## config.mk

```make
export PLATFORM = sky130hd
export DESIGN_NAME = instruction_fetch
export DESIGN_NICKNAME = d
export VERILOG_FILES = /design/src/rtl/cpu_pkg.sv /design/src/rtl/fetch_fifo.sv /design/src/rtl/instruction_fetch.sv
export SDC_FILE = /design/constraint.sdc
export NUM_CORES = 1
export LEC_CHECK = 0
export CAP_MARGIN = 15
export CELL_PAD_IN_SITES_DETAIL_PLACEMENT = 1
export CELL_PAD_IN_SITES_GLOBAL_PLACEMENT = 1
export CORE_AREA = 5 5 201 203
export DETAILED_ROUTE_END_ITERATION = 6
export DIE_AREA = 0 0 206 208
export PLACE_DENSITY = 0.87
export REMOVE_ABC_BUFFERS = 1
export SYNTH_ARGS = -nofsm -noshare
export SYNTH_HDL_FRONTEND = slang
export SYNTH_HIERARCHICAL = 1
export SYNTH_SLANG_ARGS = --single-unit
```

## constraint.sdc

```tcl
create_clock -name clk -period 6.8 [get_ports clk]
set_input_delay 1.7 -clock clk [delete_from_list [all_inputs] [get_ports clk]]
set_output_delay 1.7 -clock clk [all_outputs]
set_load 0.05 [all_outputs]
```

## src/rtl/cpu_pkg.sv

```systemverilog
// Shared CPU front-end constants and the fetch FSM state type.
package cpu_pkg;

  localparam int ADDR_W      = 64;
  localparam int INSTR_W     = 32;
  localparam int INSTR_BYTES = 4;
  localparam int FETCH_DEPTH = 2;
  localparam logic [ADDR_W-1:0] RESET_PC = '0;

  typedef enum logic [1:0] {
    ST_START = 2'd0,
    ST_RUN   = 2'd1,
    ST_FLUSH = 2'd2
  } fetch_state_e;

endpackage

```

## src/rtl/fetch_fifo.sv

```systemverilog
// Sync FIFO with flush and count; head comes straight from registers, a push is visible next cycle.
// Pushes into a full FIFO are ignored; the owner keeps occupancy within DEPTH.
module fetch_fifo #(
  parameter int WIDTH = 8,
  parameter int DEPTH = 2
) (
  input  logic                   clk,
  input  logic                   rst_n,
  input  logic                   i_flush,
  input  logic                   i_push_vld,
  input  logic [WIDTH-1:0]       i_push_dat,
  input  logic                   i_pop_rdy,
  output logic                   o_pop_vld,
  output logic [WIDTH-1:0]       o_pop_dat,
  output logic [$clog2(DEPTH):0] o_count
);

  localparam int PTR_W = $clog2(DEPTH);
  localparam int CNT_W = PTR_W + 1;

  logic [WIDTH-1:0] r_mem [DEPTH];
  logic [PTR_W-1:0] r_wr_ptr;
  logic [PTR_W-1:0] r_rd_ptr;
  logic [CNT_W-1:0] r_count;
  logic             w_push;
  logic             w_pop;

  assign w_push    = i_push_vld && (r_count != CNT_W'(DEPTH));
  assign w_pop     = i_pop_rdy && (r_count != '0);
  assign o_pop_vld = (r_count != '0);
  // Idle head reads as zero so downstream never sees stale words.
  assign o_pop_dat = o_pop_vld ? r_mem[r_rd_ptr] : '0;
  assign o_count   = r_count;

  always_ff @(posedge clk) begin
    if (w_push) begin
      r_mem[r_wr_ptr] <= i_push_dat;
    end
  end

  always_ff @(posedge clk or negedge rst_n) begin
    if (!rst_n) begin
      r_wr_ptr <= '0;
      r_rd_ptr <= '0;
      r_count  <= '0;
    end else if (i_flush) begin
      r_wr_ptr <= '0;
      r_rd_ptr <= '0;
      r_count  <= '0;
    end else begin
      if (w_push) begin
        r_wr_ptr <= r_wr_ptr + PTR_W'(1);
      end
      if (w_pop) begin
        r_rd_ptr <= r_rd_ptr + PTR_W'(1);
      end
      r_count <= r_count + CNT_W'(w_push) - CNT_W'(w_pop);
    end
  end

endmodule

```

## src/rtl/instruction_fetch.sv

```systemverilog
// Fetch front end: owns the PC, keeps at most DEPTH words in flight or buffered, drops wrong-path returns.
// A response at cycle N reaches decode at N+1 earliest; a stalled decode stops new requests once DEPTH is used.
module instruction_fetch #(
  parameter int                ADDR_W   = cpu_pkg::ADDR_W,
  parameter int                INSTR_W  = cpu_pkg::INSTR_W,
  parameter logic [ADDR_W-1:0] RESET_PC = ADDR_W'(cpu_pkg::RESET_PC),
  parameter int                DEPTH    = cpu_pkg::FETCH_DEPTH
) (
  input  logic               clk,
  input  logic               rst_n,
  output logic               imem_req_valid,
  input  logic               imem_req_ready,
  output logic [ADDR_W-1:0]  imem_req_addr,
  input  logic               imem_rsp_valid,
  input  logic [INSTR_W-1:0] imem_rsp_data,
  output logic               if_valid,
  input  logic               if_ready,
  output logic [INSTR_W-1:0] if_instruction,
  output logic [ADDR_W-1:0]  if_address,
  input  logic               pc_src,
  input  logic [ADDR_W-1:0]  branch_address
);

  import cpu_pkg::*;

  localparam int CNT_W  = $clog2(DEPTH) + 1;
  localparam int WORD_W = INSTR_W + ADDR_W;

  fetch_state_e      r_state;
  fetch_state_e      w_state_nxt;
  logic [ADDR_W-1:0] r_pc;
  logic [CNT_W-1:0]  r_outstanding;
  logic [CNT_W-1:0]  w_out_nxt;
  logic [CNT_W-1:0]  r_drop_cnt;
  logic [CNT_W-1:0]  w_drop_nxt;
  logic [CNT_W-1:0]  w_fifo_cnt;
  logic [CNT_W-1:0]  w_tag_cnt_unused;
  logic [CNT_W:0]    w_in_use;
  logic              w_req_acc;
  logic              w_rsp_keep;
  logic              w_tag_vld;
  logic              w_fifo_vld;
  logic [ADDR_W-1:0] w_tag_addr;
  logic [ADDR_W-1:0] w_target;
  logic [WORD_W-1:0] w_fifo_dat;

  assign w_in_use       = {1'b0, r_outstanding} + {1'b0, w_fifo_cnt};
  assign imem_req_valid = (r_state != ST_START) && (w_in_use < (CNT_W+1)'(DEPTH));
  assign imem_req_addr  = r_pc;
  assign w_req_acc      = imem_req_valid && imem_req_ready;
  assign w_target       = branch_address & ~ADDR_W'(INSTR_BYTES - 1);
  assign w_out_nxt      = r_outstanding + CNT_W'(w_req_acc) - CNT_W'(imem_rsp_valid);

  // A response in the redirect cycle belongs to the old path even when drop_cnt is zero.
  assign w_rsp_keep = imem_rsp_valid && (r_drop_cnt == '0) && !pc_src && w_tag_vld;

  always_comb begin
    w_drop_nxt = r_drop_cnt;
    if (pc_src) begin
      w_drop_nxt = w_out_nxt;
    end else if (imem_rsp_valid && (r_drop_cnt != '0)) begin
      w_drop_nxt = r_drop_cnt - CNT_W'(1);
    end
  end

  always_comb begin
    w_state_nxt = r_state;
    case (r_state)
      ST_START: w_state_nxt = ST_RUN;
      ST_RUN:   if (pc_src && (w_out_nxt != '0)) w_state_nxt = ST_FLUSH;
      ST_FLUSH: if (w_drop_nxt == '0) w_state_nxt = ST_RUN;
      default:  w_state_nxt = ST_START;
    endcase
  end

  always_ff @(posedge clk or negedge rst_n) begin
    if (!rst_n) begin
      r_state       <= ST_START;
      r_pc          <= RESET_PC;
      r_outstanding <= '0;
      r_drop_cnt    <= '0;
    end else begin
      r_state       <= w_state_nxt;
      r_outstanding <= w_out_nxt;
      r_drop_cnt    <= w_drop_nxt;
      if (pc_src) begin
        r_pc <= w_target;
      end else if (w_req_acc) begin
        r_pc <= r_pc + ADDR_W'(INSTR_BYTES);
      end
    end
  end

  // Address tags of live (not-to-be-dropped) requests, consumed in response order.
  fetch_fifo #(
    .WIDTH (ADDR_W),
    .DEPTH (DEPTH)
  ) u_tag_q (
    .clk        (clk),
    .rst_n      (rst_n),
    .i_flush    (pc_src),
    .i_push_vld (w_req_acc && !pc_src),
    .i_push_dat (r_pc),
    .i_pop_rdy  (w_rsp_keep),
    .o_pop_vld  (w_tag_vld),
    .o_pop_dat  (w_tag_addr),
    .o_count    (w_tag_cnt_unused)
  );

  fetch_fifo #(
    .WIDTH (WORD_W),
    .DEPTH (DEPTH)
  ) u_word_q (
    .clk        (clk),
    .rst_n      (rst_n),
    .i_flush    (pc_src),
    .i_push_vld (w_rsp_keep),
    .i_push_dat ({imem_rsp_data, w_tag_addr}),
    .i_pop_rdy  (if_ready),
    .o_pop_vld  (w_fifo_vld),
    .o_pop_dat  (w_fifo_dat),
    .o_count    (w_fifo_cnt)
  );

  assign if_valid                     = w_fifo_vld;
  assign {if_instruction, if_address} = w_fifo_dat;

endmodule
```

=== Word level (Yosys, flattened, before mapping) ===
Memory sizes are Yosys's and may differ from the RTL's.
Index checks and enable logic that the tools add are counted.

* Bits in registers: 78
* RAM bits: 320
* Bits of input ports: 102
* Word-level logic and storage cells: 82
* Memories: 2

{| class="wikitable"
|+ Memory list
! name !! depth !! width !! rd ports !! clocked after memory_dff !! write ports !! line !! RTL
|-
| u_word_q.r_mem || 2 || 96 || 1 || 0 || 1 || fetch_fifo.sv:21 || <nowiki>logic [WIDTH-1:0] r_mem [DEPTH];</nowiki>
|-
| u_tag_q.r_mem || 2 || 64 || 1 || 0 || 1 || fetch_fifo.sv:21 ||
|}

* Add/sub/neg operators: 13
* $lt $le $gt $ge: 1
* Equality and inequality tests: 6
* Multiplexer cells: 23
* Reductions and logical operators: 27

{| class="wikitable"
|+ Operators by type and width
! kind !! count
|-
| two-way mux 64 bit || 3
|-
| two-way mux 96 bit || 1
|-
| adder 64 x 3 -> 64 bit, second input constant || 1
|-
| nonzero test 2 bit || 10
|-
| logical AND 1 bit || 12
|-
| two-way mux 1 bit || 12
|-
| two-way mux 2 bit || 6
|-
| != test 2 bit, second input constant || 4
|-
| adder 2 x 1 -> 2 bit || 3
|-
| zero test 2 bit || 3
|-
| case mux 2 bit (3 select lines) || 1
|-
| subtractor 2 x 1 -> 2 bit || 3
|-
| adder 1 bit, second input constant || 4
|-
| adder 2 x 2 -> 3 bit || 1
|-
| less-than comparator 3 x 2 -> 1 bit, second input constant || 1
|-
| equality test 2 x 1 -> 1 bit, second input constant || 1
|-
| equality test 2 bit, second input constant || 1
|-
| AND reduction 2 bit || 1
|-
| subtractor 2 x 1 -> 2 bit, second input constant || 1
|-
| zero test 1 bit || 1
|}

=== Logic depth before layout (Yosys ltp) ===
Gate-level depths: netlist of the first run.

* Word-level depth: 10
* Mapped depth: 14

=== By module ===
The synthesis of the first run kept the hierarchy.

{| class="wikitable"
|+ By module, submodules not included
! module !! instances !! cells each !! area an instance (µm²) !! sequential area each (µm²)
|-
| fetch_fifo (u_word_q) || 1 || 430 || 7,474.7 || 5,865.6
|-
| fetch_fifo (u_tag_q) || 1 || 295 || 5,104.9 || 3,943.8
|-
| instruction_fetch || 1 || 452 || 3,991.3 || 1,701.6
|}

=== Worst setup path after synthesis of the first run ===
OpenSTA, ideal clock, no wires.

* Kind: input-to-reg
* From: in pc_src
* To: mem u_word_q/r_mem[0][0] in the netlist's numbering, enable pin
* Setup time: 551 ps
* Arrival time: 6,323 ps
* Slack: -74 ps
* Stages: 5
* Path buffers: 1
* Cell sequence: clkbuf_1 > clkinv_1 > and4_1 > o21ai_2 > nor2_1

* Word-level cells in the longest chain between the ends: 6

{| class="wikitable"
|+ Ends and longest elaborated chain
! what !! line !! RTL
|-
| start, declared || instruction_fetch.sv:20 || <nowiki>input logic pc_src,</nowiki>
|-
| zero test 1 bit || instruction_fetch.sv:55 || <nowiki>assign w_rsp_keep = imem_rsp_valid && (r_drop_cnt == '0) && !pc_src && w_tag_vld;</nowiki>
|-
| logical AND 1 bit (2 in a row) || instruction_fetch.sv:55 ||
|-
| net w_rsp_keep || instruction_fetch.sv:40 || <nowiki>logic w_rsp_keep;</nowiki>
|-
| logical AND 1 bit || fetch_fifo.sv:28 || <nowiki>assign w_push = i_push_vld && (r_count != CNT_W'(DEPTH));</nowiki>
|-
| two-way mux 1 bit || fetch_fifo.sv:36 || <nowiki>if (w_push) begin</nowiki>
|-
| two-way mux 1 bit (not written as such) || fetch_fifo.sv:37 || <nowiki>r_mem[r_wr_ptr] <= i_push_dat;</nowiki>
|-
| end, declared || fetch_fifo.sv:21 ||
|}

The timed path passes the listed nets, and every way through them passes these cells.

=== Final worst setup path of the first run ===
* From: reg u_word_q.r_count[1], in the netlist u_word_q/o_count[1]
* To: out if_address[15]

* Word-level cells in the longest chain between the ends: 2

{| class="wikitable"
|+ Ends and longest elaborated chain
! what !! line !! RTL
|-
| start, declared || fetch_fifo.sv:24 || <nowiki>logic [CNT_W-1:0] r_count;</nowiki>
|-
| start signal, assigned || fetch_fifo.sv:57 || <nowiki>r_count <= r_count + CNT_W'(w_push) - CNT_W'(w_pop);</nowiki>
|-
| nonzero test 2 bit || fetch_fifo.sv:30 || <nowiki>assign o_pop_vld = (r_count != '0);</nowiki>
|-
| two-way mux 96 bit || fetch_fifo.sv:32 || <nowiki>assign o_pop_dat = o_pop_vld ? r_mem[r_rd_ptr] : '0;</nowiki>
|-
| end, declared || instruction_fetch.sv:19 || <nowiki>output logic [ADDR_W-1:0] if_address,</nowiki>
|}

No other way between the ends.

==> impl_metrics.json, run 1 <==
{
  "status": "completed",
  "finalNetCount": 1557,
  "grt_antenna_before_repair": 2,
  "async_reset_ff_share_pct": 19.19,
  "endpoint_arrival_time_on_the_critical_path_ns": 3.21,
  "die_area_um2": 42850,
  "design.core.area_um2": 38290,
  "maxClockFrequency_mhz": 203.7,
  "detailedPlace.worstSlack_ns": 2.086,
  "vias": 10500,
  "cts_root_buffer": "clkbuf_16",
  "synth_enable_flop_cells": 320,
  "residual_drc": 0,
  "multi_input_area_um2": 4638,
  "grt.total_usage_pct": 21.41,
  "routed_wirelength_mm": 46.17,
  "post-synth-top-area-fraction_pct": 57.99,
  "peakVddDrop_v": 0.0001937,
  "period_minus_slack_ns": 4.910,
  "syn_to_final_growth_pct": 26.82,
  "synth_area_per_cell_um2": 14.08,
  "min_period_over_period_pct": 72.20,
  "worstPathMaxFanout": 59,
  "drt_iter0_drc": 452,
  "cp_cell_sequence": "nor2_4 -> buf_12 -> nor2_1 -> clkdlybuf4s50_1",
  "yosys-top-cells-count": "320 x edfxtp_1, 197 x nor2_1, 161 x mux2i_1, 88 x nand2_1, 76 x dfrtp_1",
  "power_per_cell_area_nw_per_um2": 315.6,
  "synth_top_family_by_area": "simple AND/OR/NAND/NOR gates",
  "syn-instance-count": 1177,
  "r2r_slack_ns": 2.82,
  "synth_seq_area_share_pct": 69.47,
  "setup_ws_ns": 1.890,
  "place.gp.congestion": 0.8257,
  "end_kind": "primary output",
  "route.antenna.remaining_nets": 0,
  "number_of_cts_inserted_buffers": 42,
  "synth_seq_cells": 396,
  "dpl.cell_count": 1918,
  "timing_hold_violations_final": 0,
  "timing.setup.tns_ns": 0,
  "ctsHoldBuffers": 0,
  "timing_worst_slew_pin_value_ns": 1.094,
  "finClkSkew_ns": 0.01359,
  "synth.area.top_cells": "edfxtp_1 58%, dfrtp_1 11%, mux2i_1 9.7%",
  "timing.max_slew.rel_slack_pct": 27.10,
  "yosys-mux-area-fraction_pct": 10.06,
  "fin_hold_ws_ns": 0.4992,
  "cts_sinks": 396,
  "number_of_distinct_library_cells_after_synthesis": 49,
  "vias_in_the_first_global_route": 11710,
  "grt_pass1_wl_mm": 70.53,
  "post-dp-hpwl_mm": 29.52,
  "min_path_type": "flip-flop to flip-flop",
  "power.static_leakage_nw": 6.992,
  "netlist_area_um2": 16570,
  "final-seq-area_um2": 11520,
  "global_route.overflow_total": 0,
  "cts.repair_timing.setup_buffer_count": 0,
  "avgViaCountPerCell": 5.254,
  "crit_path_top_delay_cell": "nor2_4",
  "wire_length_per_cell_after_detailed_routing_um": 23.11,
  "synthXorXnorAreaFrac_pct": 3.594,
  "layout.cells.non_filler": 1998,
  "dr.pass1.iters": 4,
  "setup-violations-final": 0,
  "maximum_number_of_pins_on_one_net_before_global_route_repair": 99,
  "portBuffers": 259,
  "yosys.cell_count.top_type": "edfxtp_1",
  "synth.yosys.warnings": 6,
  "num_io_pins": 264,
  "setup_repair_after_global_routing_missed_its_margin": "false",
  "synth-adder-area-share_pct": 0.7249,
  "clockBufferDepth": 3,
  "area_fraction_in_and_or_nand_and_nor_cells_after_synthesis_pct": 10.99,
  "final-max-slew-violation-count": 0,
  "cts.reportedPaths.clkPinSlew_ns": 0.06,
  "core.rowCount": 72,
  "cts_tree": "built",
  "postPlaceCellArea_um2": 19590,
  "floorplan.die.width_um": 206,
  "critPathRequiredTime_ns": 5.10,
  "initial_core_util_pct": 43.28,
  "critical-path-max-stage-delay_ns": 0.84,
  "design_power_total_mw": 6.632,
  "fraction_of_final_layout_cells_sized_beyond_drive_strength_1_pct": 7.172,
  "final_core_utilization_pct": 54.89,
  "ys.flop_type": "edfxtp_1",
  "critPathKind": "flip-flop to primary output",
  "yosysTopAreaCell": "edfxtp_1",
  "drv.max_cap_violation_count": 0,
  "num-fill-cells": 3798,
  "number_of_cells_upsized_or_downsized_after_cts": 0,
  "worst_skew_pair.late_latency_ns": 0.55,
  "die_height_um": 208,
  "start_kind": "flip-flop",
  "final_area_um2": 21020,
  "cts.htree.levels": 2,
  "synth_compound_area_share_pct": 2.227
}
-- cell usage in the layout (no fill, tap or decap), types with 3 or more instances in the layout --
| master | instances |
|---|---|
| buf_4 | 15 |
| nor4_1 | 10 |
| o21ai_1 | 5 |
| dfrtp_1 | 74 |
| clkinv_1 | 9 |
| xor2_1 | 22 |
| nand2_1 | 88 |
| nand3_1 | 21 |
| buf_12 | 3 |
| clkdlybuf4s50_1 | 257 |
| xnor2_1 | 46 |
| nor4_4 | 4 |
| nor2_4 | 6 |
| bufinv_16 | 5 |
| clkbuf_16 | 43 |
| clkinv_2 | 5 |
| and2_1 | 3 |
| inv_1 | 13 |
| o21ai_0 | 60 |
| and4_1 | 7 |
| nor2_1 | 192 |
| clkbuf_1 | 8 |
| nor3_1 | 21 |
| nand4_1 | 15 |
| and3_1 | 10 |
| mux2i_1 | 161 |
| conb_1 | 6 |
| ha_1 | 8 |
| nor2b_1 | 3 |
| edfxtp_1 | 320 |
| mux2_2 | 4 |
-- worst paths after layout --
kind | from | cells after the start | endpoint
worst min register to register | r_state[0] | 1 | r_state[1]
worst min-delay path | r_state[0] | 1 | r_state[1]
worst max register to register | u_word_q/o_count[0] | 9 | u_tag_q/r_mem[1][33]
max in group asynchronous | rst_n | 2 | imem_req_addr[56]
min in group asynchronous | rst_n | 1 | imem_req_addr[7]
worst max-delay path | u_word_q/o_count[1] | 4 | if_address[15]
-- flip-flops by register name, summed over array words and instances (netlist names) --
name               flops
u_tag_q/o_count        2
u_word_q/o_count       2
r_outstanding          2
imem_req_addr         62
u_word_q/r_wr_ptr      1
u_word_q/r_rd_ptr      1
u_word_q/r_mem       192
r_drop_cnt             2
u_tag_q/r_rd_ptr       1
u_tag_q/r_mem        128
r_state                2
u_tag_q/r_wr_ptr       1
-- metal layers --
metal  vias to the layer above  global-route usage, %  part of all wire [%]
met3                       105                  3.799                   4.2
li1                       4785                      -                     -
met2                       242                  37.09                    52
met4                         0                  9.523                   4.4
met5                         -                      0                     0
met1                      5365                  26.10                    40
-- cells by family after synthesis --
| family | after synthesis |
|---|---|
| xor+xnor | 68 |
| simple gates | 394 |
| flops | 396 |
| other cells | 1 |
| mux | 166 |
| fa+ha+maj | 9 |
| buf+inv | 72 |
| compound gates | 71 |
-- critical path, delay by kind of cell (launching register included) --
family	cells	cell delay [ns]
flip-flops	1	0.46
AND/OR/NAND/NOR	2	0.99
buffers and inverters	2	1.08
-- cell type report --
cell class,count,share of cell area [%]
diodes,2,0.02382
clock buffers,53,5.394
clock inverters,23,1.244
inverters,16,0.2858
multi-input cells,714,22.07
flip-flops and latches,396,54.81
well taps,518,3.084
repair buffers,276,13.09
-- where the power goes --
| group | switching, mW | internal, mW | total, mW |
|---|---|---|---|
| registers | 0.156 | 2.82 | 2.98 |
| clock network | 0.940 | 1.37 | 2.31 |
| logic | 0.871 | 0.467 | 1.34 |
| total | 1.97 | 4.66 | 6.63 |
Power figures use the tool's default switching activity.
==> inputs of run 2 (changes only) <==
Clock period 6.8 ns to 4.93 ns, I/O delays scaled along.
==> impl_metrics.json, run 2 (synthesis gave the netlist of run 1 again) <==
{
  "vias": 10560,
  "peakVddDrop_v": 0.0002962,
  "fraction_of_final_layout_cells_sized_beyond_drive_strength_1_pct": 7.345,
  "residual_drc": 0,
  "portBuffers": 259,
  "final-max-slew-violation-count": 0,
  "setup_repair_after_global_routing_missed_its_margin": "false",
  "period_minus_slack_ns": 4.231,
  "design.core.area_um2": 38290,
  "layout.cells.non_filler": 2004,
  "vias_in_the_first_global_route": 11650,
  "routed_wirelength_mm": 46.83,
  "timing_hold_violations_final": 0,
  "min_period_over_period_pct": 85.81,
  "power_per_cell_area_nw_per_um2": 432.3,
  "drt_iter0_drc": 589,
  "critical-path-max-stage-delay_ns": 0.86,
  "maximum_number_of_pins_on_one_net_before_global_route_repair": 89,
  "cts_sinks": 396,
  "min_path_type": "flip-flop to flip-flop",
  "timing.max_slew.rel_slack_pct": 27.53,
  "syn_to_final_growth_pct": 27.03,
  "number_of_cells_upsized_or_downsized_after_cts": 0,
  "ctsHoldBuffers": 0,
  "maxClockFrequency_mhz": 236.4,
  "die_area_um2": 42850,
  "end_kind": "primary output",
  "initial_core_util_pct": 43.28,
  "core.rowCount": 72,
  "grt_pass1_wl_mm": 70.37,
  "number_of_cts_inserted_buffers": 43,
  "top_register": "u_word_q/r_mem",
  "wire_length_per_cell_after_detailed_routing_um": 23.37,
  "cp_cell_sequence": "and2_1 -> fa_1 -> or2_4 -> nor2_1 -> clkdlybuf4s50_1",
  "grt_antenna_before_repair": 2,
  "global_route.overflow_total": 0,
  "floorplan.die.width_um": 206,
  "num_io_pins": 264,
  "route.antenna.remaining_nets": 0,
  "cts_root_buffer": "clkbuf_16",
  "cp_num_buf_inv": 1,
  "max_reg_flops": 192,
  "dpl.cell_count": 1921,
  "grtUsageMet3_pct": 3.426,
  "worstPathMaxFanout": 5,
  "critPathRequiredTime_ns": 3.70,
  "endpoint_arrival_time_on_the_critical_path_ns": 3.00,
  "drv.max_cap_violation_count": 0,
  "power.static_leakage_nw": 7.005,
  "grt_most_used_layer": "met2",
  "finClkSkew_ns": 0.008405,
  "grt_util_met2_pct": 37.95,
  "die_height_um": 208,
  "cts.repair_timing.setup_buffer_count": 0,
  "finalNetCount": 1560,
  "cts.htree.levels": 2,
  "critPathKind": "flip-flop to primary output",
  "use_met1_pct": 26.02,
  "timing.setup.tns_ns": 0,
  "timing_worst_slew_pin_value_ns": 1.077,
  "cts_tree": "built",
  "mostFrequentLayoutCell": "edfxtp_1",
  "post-dp-hpwl_mm": 30.28,
  "status": "completed",
  "worst_skew_pair.late_latency_ns": 0.54,
  "cts.reportedPaths.clkPinSlew_ns": 0.06,
  "design_power_total_mw": 9.101,
  "clockBufferDepth": 3,
  "avgViaCountPerCell": 5.271,
  "commonest_cells_after_routing_fill_and_taps_aside": "320 x edfxtp_1, 257 x clkdlybuf4s50_1, 192 x nor2_1",
  "place.gp.congestion": 0.8311,
  "crit_path_top_delay_cell": "clkdlybuf4s50_1",
  "setup-violations-final": 0,
  "path_delay_family": "buffers and inverters",
  "dr.pass1.iters": 5,
  "start_kind": "flip-flop",
  "grt.total_usage_pct": 21.39
}
-- run 2: routing by layer --
layer	share of wire, %	vias to the layer above
met5	0	-
met4	4.2	0
met3	4.6	98
met2	52	298
met1	39	5379
li1	-	4789
-- run 2: path summary, 6_finish.rpt --
check | from | endpoint | slack [ns] | cells after the start
max in group asynchronous | rst_n | u_word_q/r_rd_ptr | 3.70 | 2
min in group asynchronous | rst_n | imem_req_addr[12] | 0.56 | 1
worst max register to register | u_word_q/o_count[0] | u_tag_q/r_mem[0][35] | 1.50 | 9
worst min-delay path | r_state[0] | r_state[1] | 0.52 | 1
worst max-delay path | u_word_q/o_count[0] | imem_req_valid | 0.70 | 5
worst min register to register | r_state[0] | r_state[1] | 0.52 | 1
-- run 2: report_power, final --
part	total [mW]	switching (mW)	internal (mW)
registers	4.10	0.202	3.89
clock network	3.12	1.28	1.84
logic	1.89	1.23	0.657
-- run 2: cell type report --
type                            count  area, um^2
Tap cell                          518       648.1
Fill cell                        3776       17240
Clock inverter                     22       206.4
Inverter                           16       60.06
Antenna cell                        2       5.005
Timing Repair Buffer              278        2800
Multi-Input combinational cell    714        4638
Clock buffer                       58        1174
Sequential cell                   396       11520
-- run 2: stage by stage --
| stage | setup slack, ns | utilization, % | hold slack [ns] | cell area [um^2] |
|---|---|---|---|---|
| global placement | 1.134 | 51.29 | 0.4718 | 19640 |
| floorplan | -1.273 | - | 0.4556 | 16170 |
| detailed placement | 1.054 | 51.29 | 0.5215 | 19640 |
| CTS | 0.6652 | 54.90 | 0.5216 | 21020 |
| global route | 0.5981 | 54.98 | 0.5491 | 21050 |
| finish | 0.6995 | 54.98 | 0.5235 | 21050 |
==> inputs of run 3 (changes only) <==
Settings changed: CORE_AREA 5 5 201 203 to 5 5 224 226, DIE_AREA 0 0 206 208 to 0 0 229 231, PLACE_DENSITY 0.87 to 0.73.
==> impl_metrics.json, run 3 (synthesis gave the netlist of run 1 again) <==
{
  "status": "completed",
  "global_route.overflow_total": 0,
  "cts.repair_timing.setup_buffer_count": 0,
  "maximum_number_of_pins_on_one_net_before_global_route_repair": 98,
  "route.antenna.remaining_nets": 0,
  "r2r_cells": 14,
  "timing.max_slew.rel_slack_pct": 35.01,
  "syn_to_final_growth_pct": 27.94,
  "core.rowCount": 81,
  "setup_repair_after_global_routing_missed_its_margin": "false",
  "rr_endpoint": "r_state[0]",
  "critPathRequiredTime_ns": 3.70,
  "fraction_of_final_layout_cells_sized_beyond_drive_strength_1_pct": 7.687,
  "mostFrequentLayoutCell": "edfxtp_1",
  "vias": 10200,
  "number_of_cells_upsized_or_downsized_after_cts": 0,
  "place.gp.congestion": 0.7770,
  "timing_hold_violations_final": 0,
  "power.static_leakage_nw": 7.011,
  "cts_root_buffer": "clkbuf_16",
  "min_delay_src": "r_state[0]",
  "cts.reportedPaths.clkPinSlew_ns": 0.06,
  "end_kind": "primary output",
  "cp_cell_sequence": "and2_1 -> fa_1 -> or2_4 -> nor2_1 -> clkdlybuf4s50_1",
  "peakVddDrop_v": 0.0001868,
  "ctsHoldBuffers": 0,
  "start_kind": "flip-flop",
  "timing_worst_slew_pin_value_ns": 0.9749,
  "worstHoldEndpoint": "r_state[1]",
  "wire_length_per_cell_after_detailed_routing_um": 21.33,
  "min_period_over_period_pct": 85.09,
  "finClkSkew_ns": 0.01382,
  "critical-path-max-stage-delay_ns": 0.87,
  "crit_path_top_delay_cell": "clkdlybuf4s50_1",
  "die_height_um": 231,
  "die_area_um2": 52900,
  "portBuffers": 259,
  "worstPathMaxFanout": 5,
  "cts_tree": "built",
  "critPathKind": "flip-flop to primary output",
  "r2r_slack_ns": 1.61,
  "number_of_cts_inserted_buffers": 43,
  "drt_iter0_drc": 582,
  "endpoint_arrival_time_on_the_critical_path_ns": 2.96,
  "hold_depth": 1,
  "period_minus_slack_ns": 4.195,
  "drv.max_cap_violation_count": 0,
  "fin_hold_ws_ns": 0.4973,
  "grt_pass1_wl_mm": 68.65,
  "final-max-slew-violation-count": 0,
  "cp_num_buf_inv": 1,
  "cts.htree.levels": 2,
  "num_io_pins": 264,
  "num-fill-cells": 4887,
  "power_per_cell_area_nw_per_um2": 431.8,
  "routed_wirelength_mm": 44.93,
  "path_delay_family": "buffers and inverters",
  "avgViaCountPerCell": 4.844,
  "min_path_type": "flip-flop to flip-flop",
  "grt_antenna_before_repair": 1,
  "worst_skew_pair.late_latency_ns": 0.56,
  "maxClockFrequency_mhz": 238.4,
  "vias_in_the_first_global_route": 11200,
  "post-dp-hpwl_mm": 28.73,
  "grt.total_usage_pct": 16.70,
  "design.core.area_um2": 48140,
  "clockBufferDepth": 3,
  "setup-violations-final": 0,
  "floorplan.die.width_um": 229,
  "dr.pass1.iters": 4,
  "initial_core_util_pct": 34.42,
  "top_register": "u_word_q/r_mem",
  "crit-reg2reg-launch": "u_word_q/o_count[0]",
  "design_power_total_mw": 9.156,
  "commonest_cells_after_routing_fill_and_taps_aside": "320 x edfxtp_1, 257 x clkdlybuf4s50_1, 192 x nor2_1",
  "residual_drc": 0,
  "cts_sinks": 396,
  "max_reg_flops": 192,
  "finalNetCount": 1559
}
[run 3: changes by cell type in the layout (fill, tap and decap cells not counted), sizes merged]
cell	previous run	this run
bufinv	3	2
buf	21	20
clkinvlp	3	5
clkinv	15	12
diode	2	1
clkbuf	58	61
inv	17	16
[run 3: routing by layer]
layer	vias up	GRT usage [%]	part of all wire [%]
met3	65	3.837	4.5
met5	-	0	0.029
met2	188	29.90	52
met1	5160	20.38	41
li1	4786	-	-
met4	2	4.473	2.2
[run 3: layout make-up]
cell class / count / area [um^2] / area share [%]
diodes: 1 / 2.502 / 0.01180
well taps: 622 / 778.2 / 3.671
clock inverters: 19 / 172.7 / 0.8144
clock buffers: 61 / 1246 / 5.878
multi-input cells: 714 / 4638 / 21.88
flip-flops and latches: 396 / 11520 / 54.33
repair buffers: 277 / 2785 / 13.14
inverters: 16 / 60.06 / 0.2833
[run 3: power by group]
group | total, mW | switching, mW | internal, mW
clock | 3.20 | 1.32 | 1.88
sequential | 4.09 | 0.194 | 3.89
combinational | 1.87 | 1.22 | 0.653
[run 3: how the worst max path moves through the flow]
stage | start | endpoint | slack [ns] | depth (start not counted)
floorplan | pc_src | u_word_q/r_mem[0][0] | -1.27 | 4
global placement | imem_req_ready | imem_req_addr[42] | 1.07 | 7
detailed placement | imem_req_ready | imem_req_addr[42] | 1.02 | 7
CTS | u_word_q/o_count[0] | imem_req_valid | 0.68 | 5
global route | u_word_q/o_count[0] | imem_req_valid | 0.55 | 5
finish | u_word_q/o_count[0] | imem_req_valid | 0.73 | 5
[run 3: metrics by stage]
step,setup TNS [ns],utilization [%],instances,instance area (um^2),setup WS [ns]
finish,0,44.04,2106,21200,0.7350
CTS,0,44.04,2105,21200,0.6765
floorplan,-383.30,-,1126,16170,-1.273
global route,0,44.04,2105,21200,0.5488
detailed placement,0,41.09,2025,19780,1.019
global placement,0,41.09,2025,19780,1.074
[run 3: worst register-to-register path, stage by stage, from the launching register on]
cell	delay [ns]
dfrtp_1	0.45
and2_1	0.18
fa_1	0.45
or2_4	0.28
nor2_1	0.18
nand2_1	0.20
ha_1	0.33
inv_1	0.04
ha_1	0.18
xnor2_1	0.14
xnor2_1	0.24
nand2_1	0.09
o21ai_0	0.13
o21ai_0	0.16
and2_1	0.16
